$ cat src/rtl/load_store_unit_if.sv
// Bus-side handshake between the load/store unit and a single-beat memory port.
interface load_store_unit_if;
   logic        BusValid;
   logic        BusReady;
   logic [31:0] BusAddr;
   logic        BusWe;
   logic [3:0]  BusWStrb;
   logic [31:0] BusWData;
   logic [31:0] BusRData;

   modport master (
      output BusValid, BusAddr, BusWe, BusWStrb, BusWData,
      input  BusReady, BusRData
   );

   modport slave (
      input  BusValid, BusAddr, BusWe, BusWStrb, BusWData,
      output BusReady, BusRData
   );
endinterface

$ cat src/rtl/load_store_unit.sv
// MEM-stage load/store unit: aligns sub-word accesses onto a 32-bit bus, extends load
// results, stalls the pipeline while a bus transaction is in flight, and times out hung buses.
module load_store_unit #(
   parameter int unsigned TIMEOUT_CYCLES = 255
) (
   input  logic                      clk,
   input  logic                      rst_n,
   input  logic                      MemRead,
   input  logic                      MemWrite,
   input  logic [31:0]               ALUResult,
   input  logic [31:0]               WriteData,
   input  logic [2:0]                Funct3,
   output logic [31:0]               ReadData,
   output logic                      Stall,
   output logic                      AccessFault,
   load_store_unit_if.master         bus
);

   typedef enum logic [1:0] {StIdle, StBus, StResp} state_e;

   state_e      state_q;
   logic        valid_q, we_q, to_fault_q;
   logic [3:0]  strb_q;
   logic [31:0] addr_q, wdata_q, tmo_cnt_q;
   logic [1:0]  lane_q;
   logic [2:0]  f3_q;

   logic        req, legal_f3, misalign, bad;
   logic [3:0]  strb_new;
   logic [31:0] wdata_new, load_val;
   logic [7:0]  rd_byte;
   logic [15:0] rd_half;

   always_comb begin
      req      = MemRead | MemWrite;
      legal_f3 = MemWrite ? (Funct3 inside {3'b000, 3'b001, 3'b010})
                          : (Funct3 inside {3'b000, 3'b001, 3'b010, 3'b100, 3'b101});
      misalign = ((Funct3[1:0] == 2'b01) && ALUResult[0]) ||
                 ((Funct3[1:0] == 2'b10) && (ALUResult[1:0] != 2'b00));
      bad      = !legal_f3 || misalign;
      case (Funct3[1:0])
         2'b00: begin
            strb_new  = 4'b0001 << ALUResult[1:0];
            wdata_new = {4{WriteData[7:0]}};
         end
         2'b01: begin
            strb_new  = 4'b0011 << ALUResult[1:0];
            wdata_new = {2{WriteData[15:0]}};
         end
         default: begin
            strb_new  = 4'b1111;
            wdata_new = WriteData;
         end
      endcase
   end

   // Lane and size are latched at issue because BusAddr drops the low address bits.
   always_comb begin
      rd_byte = bus.BusRData[{lane_q, 3'b000} +: 8];
      rd_half = lane_q[1] ? bus.BusRData[31:16] : bus.BusRData[15:0];
      unique case (f3_q)
         3'b000:  load_val = {{24{rd_byte[7]}}, rd_byte};
         3'b100:  load_val = {24'h0, rd_byte};
         3'b001:  load_val = {{16{rd_half[15]}}, rd_half};
         3'b101:  load_val = {16'h0, rd_half};
         default: load_val = bus.BusRData;
      endcase
   end

   always_ff @(posedge clk or negedge rst_n) begin
      if (!rst_n) begin
         state_q    <= StIdle;
         valid_q    <= 1'b0;
         we_q       <= 1'b0;
         strb_q     <= 4'h0;
         addr_q     <= 32'h0;
         wdata_q    <= 32'h0;
         ReadData   <= 32'h0;
         to_fault_q <= 1'b0;
         tmo_cnt_q  <= 32'h0;
         lane_q     <= 2'b00;
         f3_q       <= 3'b000;
      end else begin
         unique case (state_q)
            StIdle: begin
               if (req && !bad) begin
                  state_q   <= StBus;
                  valid_q   <= 1'b1;
                  addr_q    <= {ALUResult[31:2], 2'b00};
                  we_q      <= MemWrite;
                  strb_q    <= MemWrite ? strb_new : 4'h0;
                  wdata_q   <= MemWrite ? wdata_new : 32'h0;
                  lane_q    <= ALUResult[1:0];
                  f3_q      <= Funct3;
                  tmo_cnt_q <= 32'h0;
               end
            end
            StBus: begin
               // A ready on the expiry cycle still completes the access.
               if (bus.BusReady) begin
                  valid_q <= 1'b0;
                  state_q <= StResp;
                  if (!we_q) ReadData <= load_val;
               end else if (TIMEOUT_CYCLES != 0 && tmo_cnt_q == TIMEOUT_CYCLES - 1) begin
                  valid_q    <= 1'b0;
                  to_fault_q <= 1'b1;
                  state_q    <= StResp;
               end else begin
                  tmo_cnt_q <= tmo_cnt_q + 32'd1;
               end
            end
            StResp: begin
               to_fault_q <= 1'b0;
               state_q    <= StIdle;
            end
            default: state_q <= StIdle;
         endcase
      end
   end

   assign Stall        = ((state_q == StIdle) && req && !bad) || (state_q == StBus);
   assign AccessFault  = to_fault_q | (rst_n && (state_q == StIdle) && req && bad);
   assign bus.BusValid = valid_q;
   assign bus.BusAddr  = addr_q;
   assign bus.BusWe    = we_q;
   assign bus.BusWStrb = strb_q;
   assign bus.BusWData = wdata_q;

endmodule

$ cat src/flat_wrapper.sv
// flat-port wrapper written by rule: the top's interface ports become plain ports
module load_store_unit_flat 
#(
   parameter int unsigned TIMEOUT_CYCLES = 255
)
  (clk, rst_n, MemRead, MemWrite, ALUResult, WriteData, Funct3, ReadData, Stall, AccessFault, bus_BusValid, bus_BusAddr, bus_BusWe, bus_BusWStrb, bus_BusWData, bus_BusReady, bus_BusRData);
  load_store_unit_if bus_i ();
  input  logic clk;
  input  logic rst_n;
  input  logic MemRead;
  input  logic MemWrite;
  input  logic [31:0] ALUResult;
  input  logic [31:0] WriteData;
  input  logic [2:0] Funct3;
  output logic [31:0] ReadData;
  output logic Stall;
  output logic AccessFault;
  output wire logic [$bits(bus_i.BusValid)-1:0] bus_BusValid;
  output wire logic [$bits(bus_i.BusAddr)-1:0] bus_BusAddr;
  output wire logic [$bits(bus_i.BusWe)-1:0] bus_BusWe;
  output wire logic [$bits(bus_i.BusWStrb)-1:0] bus_BusWStrb;
  output wire logic [$bits(bus_i.BusWData)-1:0] bus_BusWData;
  input wire logic [$bits(bus_i.BusReady)-1:0] bus_BusReady;
  input wire logic [$bits(bus_i.BusRData)-1:0] bus_BusRData;
  assign bus_BusValid = bus_i.BusValid;
  assign bus_BusAddr = bus_i.BusAddr;
  assign bus_BusWe = bus_i.BusWe;
  assign bus_BusWStrb = bus_i.BusWStrb;
  assign bus_BusWData = bus_i.BusWData;
  assign bus_i.BusReady = bus_BusReady;
  assign bus_i.BusRData = bus_BusRData;
  load_store_unit #(.TIMEOUT_CYCLES(TIMEOUT_CYCLES)) u_core (.clk(clk), .rst_n(rst_n), .MemRead(MemRead), .MemWrite(MemWrite), .ALUResult(ALUResult), .WriteData(WriteData), .Funct3(Funct3), .ReadData(ReadData), .Stall(Stall), .AccessFault(AccessFault), .bus(bus_i));
endmodule
$ cat config.mk
export PLATFORM = sky130hd
export DESIGN_NAME = load_store_unit_flat
export DESIGN_NICKNAME = d
export VERILOG_FILES = /design/src/rtl/load_store_unit_if.sv /design/src/rtl/load_store_unit.sv /design/src/flat_wrapper.sv
export SDC_FILE = /design/constraint.sdc
export NUM_CORES = 1
export LEC_CHECK = 0
export ABC_AREA = 0
export CORE_ASPECT_RATIO = 2
export CORE_MARGIN = 1.5
export CORE_UTILIZATION = 24
export DETAILED_ROUTE_END_ITERATION = 7
export GPL_ROUTABILITY_DRIVEN = 1
export GPL_TIMING_DRIVEN = 0
export PLACE_DENSITY = 0.46
export RECOVER_POWER = 25
export SLEW_MARGIN = 0
export SYNTH_ARGS = -nofsm -noshare
export SYNTH_HDL_FRONTEND = slang
export SYNTH_SLANG_ARGS = --single-unit
$ cat constraint.sdc
create_clock -name clk -period 2.43 [get_ports clk]
set_input_delay 0.486 -clock clk [delete_from_list [all_inputs] [get_ports clk]]
set_output_delay 0.486 -clock clk [all_outputs]
set_load 0.005 [all_outputs]
Yosys cells after proc, flatten, opt, wreduce, memory -nomap -nowiden --
Index checks and enable logic that the tools add are counted.
Word-level totals: bits in registers 140, logic and storage cells 85, bits of input ports 104, output and inout port bits 104
Operators by class: shift-type cells 3, equal/unequal tests 17, reductions and logical operators 28, bitwise logic cells 3, $add $sub $neg 1, mux-type cells 22
Operators with widths (count):
- two-way mux 32 bit | 4
- one-hot mux 32 bit (2 select lines) | 2
- one-hot mux 32 bit (4 select lines) | 1
- adder 32 x 1 -> 32 bit, second input constant | 1
- == test 32 x 8 -> 1 bit, second input constant | 1
- variable part select 32 x 6 -> 8 bit | 1
- two-way mux 16 bit | 1
- == test 3 bit, second input constant | 4
- AND reduction 3 bit | 3
- logical AND 1 bit | 8
- one-hot mux 4 bit (2 select lines) | 1
- == test 3 x 1 -> 1 bit, second input constant | 2
- zero test 3 bit | 2
- two-way mux 1 bit | 6
- two-way mux 2 bit | 3
- nonzero test 2 bit | 3
- nonzero test 5 bit | 1
- == test 2 x 1 -> 1 bit, second input constant | 2
- == test 2 bit, second input constant | 2
- zero test 2 bit | 2
- two-way mux 4 bit | 1
- inequality test 2 x 1 -> 1 bit, second input constant | 2
- inequality test 2 bit, second input constant | 2
- one-hot mux 1 bit (2 select lines) | 2
- other kinds (12) | 17

Depth between registers and ports, before layout --
depth after elaboration 9, mapped depth 9

Worst setup path after synthesis --
OpenSTA, ideal clock, no wires.
path type input to output, start input port Funct3[0], end output port Stall, cell stages on the path 6, buffers on the path 3, path slack 0.225 ns, data arrival time 1.719 ns, cell sequence clkbuf_1 -> a221oi_2 -> o211ai_2 -> clkbuf_1 -> clkbuf_1 -> nand2_1
On the way: longest elaborated chain between the ends 8, elaborated cells on any way between the ends 18, those cells by class 6 x eq/ne; 1 x mux; 11 x reduce/logical
RTL lines:
- from (decl) | line flat_wrapper.sv:14 | input logic [2:0] Funct3;
- == test 3 x 1 -> 1 bit, or another cell as far along | line load_store_unit.sv:36, load_store_unit.sv:37
- nonzero test 5 bit or nonzero test 3 bit (tied branches) | line load_store_unit.sv:37, load_store_unit.sv:36
- two-way mux 1 bit | line load_store_unit.sv:36 | legal_f3 = MemWrite ? (Funct3 inside {3'b000, 3'b001, 3'b010})
- zero test 1 bit | line load_store_unit.sv:40 | bad = !legal_f3 || misalign;
- logical OR 1 bit (*) | line load_store_unit.sv:40
- zero test 1 bit (*) | line load_store_unit.sv:121 | assign Stall = ((state_q == StIdle) && req && !bad) || (state_q == StBus);
- logical AND 1 bit (*) | line load_store_unit.sv:121
- logical OR 1 bit (*) | line load_store_unit.sv:121
- to (decl) | line flat_wrapper.sv:16 | output logic Stall;
Mark *: on every way between the ends. The rest lies on a longest branch, timed or not.

Final worst setup path --
start input port bus_BusReady, end register u_core.ReadData[24]
On the way: longest elaborated chain between the ends 1
RTL lines:
- from (decl) | line flat_wrapper.sv:23 | input wire logic [$bits(bus_i.BusReady)-1:0] bus_BusReady;
- AND reduction 3 bit (no source line)
- to (signal assigned) | line load_store_unit.sv:103 | if (!we_q) ReadData <= load_val;
- to (decl) | line load_store_unit.sv:13 | output logic [31:0] ReadData,
No other way between the ends. A chain may end at the register's enable or synchronous reset.

==> results.txt <==
Gr ovfl total -> 0
Initial core utilization -> 24.5%
Largest net degree at the start of global routing -> 65
Core area -> 0.0283 sq mm
Residual DRC -> 0
Highest clock rate -> 447 MHz
Row count -> 87
Hold Path Class -> in -> async
Net Sw Power -> 0.00295 W
Crit path DAT -> 2540 ps
R2r setup slk -> 210 ps
Synth Area in Compound Gates -> 10.2%
Syn Inst Count -> 796
Worst-path fanout max -> 10
Syn avg cell area -> 8.70 sq um
Die Ht -> 243 um
Dpl hpwl -> 20.0 mm
Detail Route Antenna Nets -> 0
Clock Skew -> 9.21 ps
Final setup TNS -> 0 ps
Largest family of logic cells by synthesized area -> simple AND/OR/NAND/NOR gates
Crit path launch type -> primary input
Clk root buf -> clkbuf_16
Xor/xnor share of the synthesized area -> 3.29%
Share of cells above drive strength 1 -> 9.90%
Max-cap violation count -> 1
CTS max path bufs -> 2
Multiplexer share of the synthesized area -> 5.38%
Tot GR Track Use -> 17.9%
Endpoints failing setup -> 0
Setup crit start -> bus_BusReady
Slew headroom -> -16.1%
Sequential share of power -> 36.6%
Net Sw Frac -> 31.7%
FILL cells -> 2950
WHS -> 254 ps
Leak Pwr -> 4.32 nW
Main flop type after synthesis -> dfrtp_1
Area grow syn2layout -> 46.5%
Detailed Route Iter0 Violations -> 279
Worst-skew pair later-pin latency -> 440 ps
First-pass GRT wire length -> 39.6 mm
Placer Congestion -> 0.810
Yosys cell types -> 47
Cell Int Power -> 0.00636 W
Depth of the most critical reg-to-reg path -> 7
Slew Limit Fails -> 65
Kind of critical path -> in -> reg
Layout Nets -> 1133
Area contributors post-synth -> dfrtp_1 51%, nand2_1 13%, o21ai_0 4.9%, mux2_2 3.9%, nor2_1 3.4%
DR vias -> 6427
Wire per inst -> 18.5 um
Most frequent cell after synthesis -> nand2_1
Final Worst Setup Slack -> 195 ps
Synth Warn # -> 0
Leading area contributor after synthesis -> dfrtp_1
Outcome -> finished, violations left
RR Endpoint -> u_core.ReadData[24]$_DFFE_PN0P_
Final WL -> 25.9 mm
Min cycle time layout -> 2240 ps
First-pass DRT Iterations -> 4
Crit share post-route -> 92.0%
Failing checks -> max-capacitance violations, max-slew violations
Power Density -> 916 mW/mm^2
Routed vias/inst -> 4.60
RSZ-0062 raised after global routing -> no
CTS sink count -> 140
Clock transition at path regs -> 60 ps
Top cell type's share of synthesized area -> 50.6%
Number of synthesized register bits -> 140
Final Hold Vio Count -> 0
Die area -> 0.0300 sq mm
Worst Path Required -> 2740 ps
Asr flop ratio synth -> 100%
Simple-gate area share of the yosys netlist -> 26.2%
Combinational share of power -> 33.9%
EDFF count, synth -> 0
CTS tree -> built
Htree depth -> 4
Port bufs -> 204
Synth Cell Area -> 0.00693 sq mm
Crit path to -> u_core.ReadData[24]$_DFFE_PN0P_
Adder-cell share of the synthesized area -> 0.361%
Vias in the first global route -> 6599
PnR Total Power -> 0.00930 W
CTS buffer count -> 17
Seq/Total Area, Yosys -> 50.6%
Clock power share -> 29.4%
Peak supply drop -> 0.410 mV
DIE WIDTH -> 123 um
Slew @ Worst Pin -> 1740 ps
Worst Setup End Kind -> register
Synth top cells by count -> 246 x nand2_1, 140 x dfrtp_1, 68 x o21ai_0
Reg2Reg Launch Point -> u_core.state_q[1]$_DFFE_PN0P_
Setup WS pre-CTS -> -1380 ps
Io pins -> 208
Initial antenna violation count -> 1
-- repair_timing --
item	in CTS	in global routing
pin swaps	4	1
hold buffers	1	0
setup buffers	5	0
gates resized for setup	26	8
gates cloned	1	0
hold endpoints to repair	64	0
setup endpoints to repair	100	12
-- critical path, stage by stage --
cell and delay, ps:
clkdlybuf4s50_1 580, inv_1 150, or3_1 380, clkbuf_1 190
nor2_2 330, clkbuf_2 310, a21oi_1 100
-- registers in the layout, summed over array words and instances (netlist names), 2 cells and up --
signal	flops
u_core.bus.BusWStrb	4
u_core.f3_q	3
u_core.bus.BusWData	32
u_core.state_q	2
u_core.tmo_cnt_q	32
u_core.lane_q	2
u_core.ReadData	32
u_core.bus.BusAddr	30
-- logic make-up after synthesis --
kind of cell | Yosys count
simple gates | 407
flops | 140
compound gates | 126
buf+inv | 61
mux | 33
xor+xnor | 26
fa+ha+maj | 2
other cells | 1
-- stage by stage --
| step | area, sq um | std cells | utilization, % |
|---|---|---|---|
| 2_1_floorplan | 6930 | 797 | - |
| 3_3_place_gp | 9420 | 1357 | 33.3 |
| 3_5_place_dp | 9450 | 1358 | 33.4 |
| 4_1_cts | 10200 | 1397 | 36.1 |
| 5_1_grt | 10100 | 1397 | 35.9 |
| 6_report | 10200 | 1398 | 35.9 |
-- cells in the final DEF, fill, tap and decap left out, drive strengths merged, types with 3 or more instances in the layout --
| cell | instances |
|---|---|
| clkdlybuf4s50 | 196 |
| inv | 7 |
| o22ai | 5 |
| clkbuf | 67 |
| a31o | 4 |
| mux2 | 24 |
| nor4 | 18 |
| nand4 | 15 |
| nand2b | 4 |
| a31oi | 6 |
| buf | 20 |
| o21ai | 69 |
| dlygate4sd2 | 3 |
| a21oi | 30 |
| nand2 | 246 |
| and3 | 4 |
| mux2i | 8 |
| dfrtp | 140 |
| clkinv | 3 |
| nor2 | 62 |
| clkinvlp | 4 |
| nor4b | 3 |
| nand3 | 22 |
| nor2b | 3 |
| nor3 | 22 |
| xnor2 | 26 |
-- metal layers --
metal  part of all wire, %  track usage [%]
met5                     0                0
met4                   2.7             7.54
met3                   3.6             3.65
met2                    58             34.4
met1                    35             17.9
-- final cells by class --
cell class | instances | area [sq um] | share of cell area (%)
Inverter | 7 | 26.3 | 0.259
Buffer | 53 | 254 | 2.50
Clock buffer | 23 | 508 | 5.00
Clock inverter | 9 | 109 | 1.07
Multi-Input combinational cell | 596 | 3200 | 31.5
Tap cell | 356 | 445 | 4.39
Sequential cell | 140 | 3500 | 34.5
Antenna cell | 2 | 5.00 | 0.0493
Timing Repair Buffer | 212 | 2100 | 20.7
-- worst min-delay path by stage --
stage,slack (ps),start,endpoint
3_3_place_gp,460,u_core.bus.BusAddr[11]$_DFFE_PN0P_,u_core.bus.BusAddr[11]$_DFFE_PN0P_
6_report,250,rst_n,u_core.tmo_cnt_q[20]$_DFFE_PN0P_
3_5_place_dp,460,u_core.bus.BusAddr[15]$_DFFE_PN0P_,u_core.bus.BusAddr[15]$_DFFE_PN0P_
2_1_floorplan,190,rst_n,u_core.ReadData[0]$_DFFE_PN0P_
4_1_cts,8,rst_n,u_core.tmo_cnt_q[20]$_DFFE_PN0P_
5_1_grt,290,rst_n,u_core.tmo_cnt_q[20]$_DFFE_PN0P_
-- power groups by stage --
stage                     Combinational, W  Sequential [W]  Clock [W]
final                              0.00316         0.00341    0.00274
after global routing               0.00348         0.00350    0.00292
after CTS                          0.00325         0.00343    0.00282
after detailed placement           0.00320         0.00346          0
after global placement             0.00319         0.00344          0
after floorplan                    0.00117         0.00342          0
Note: power is estimated with default switching activity, not from simulation.
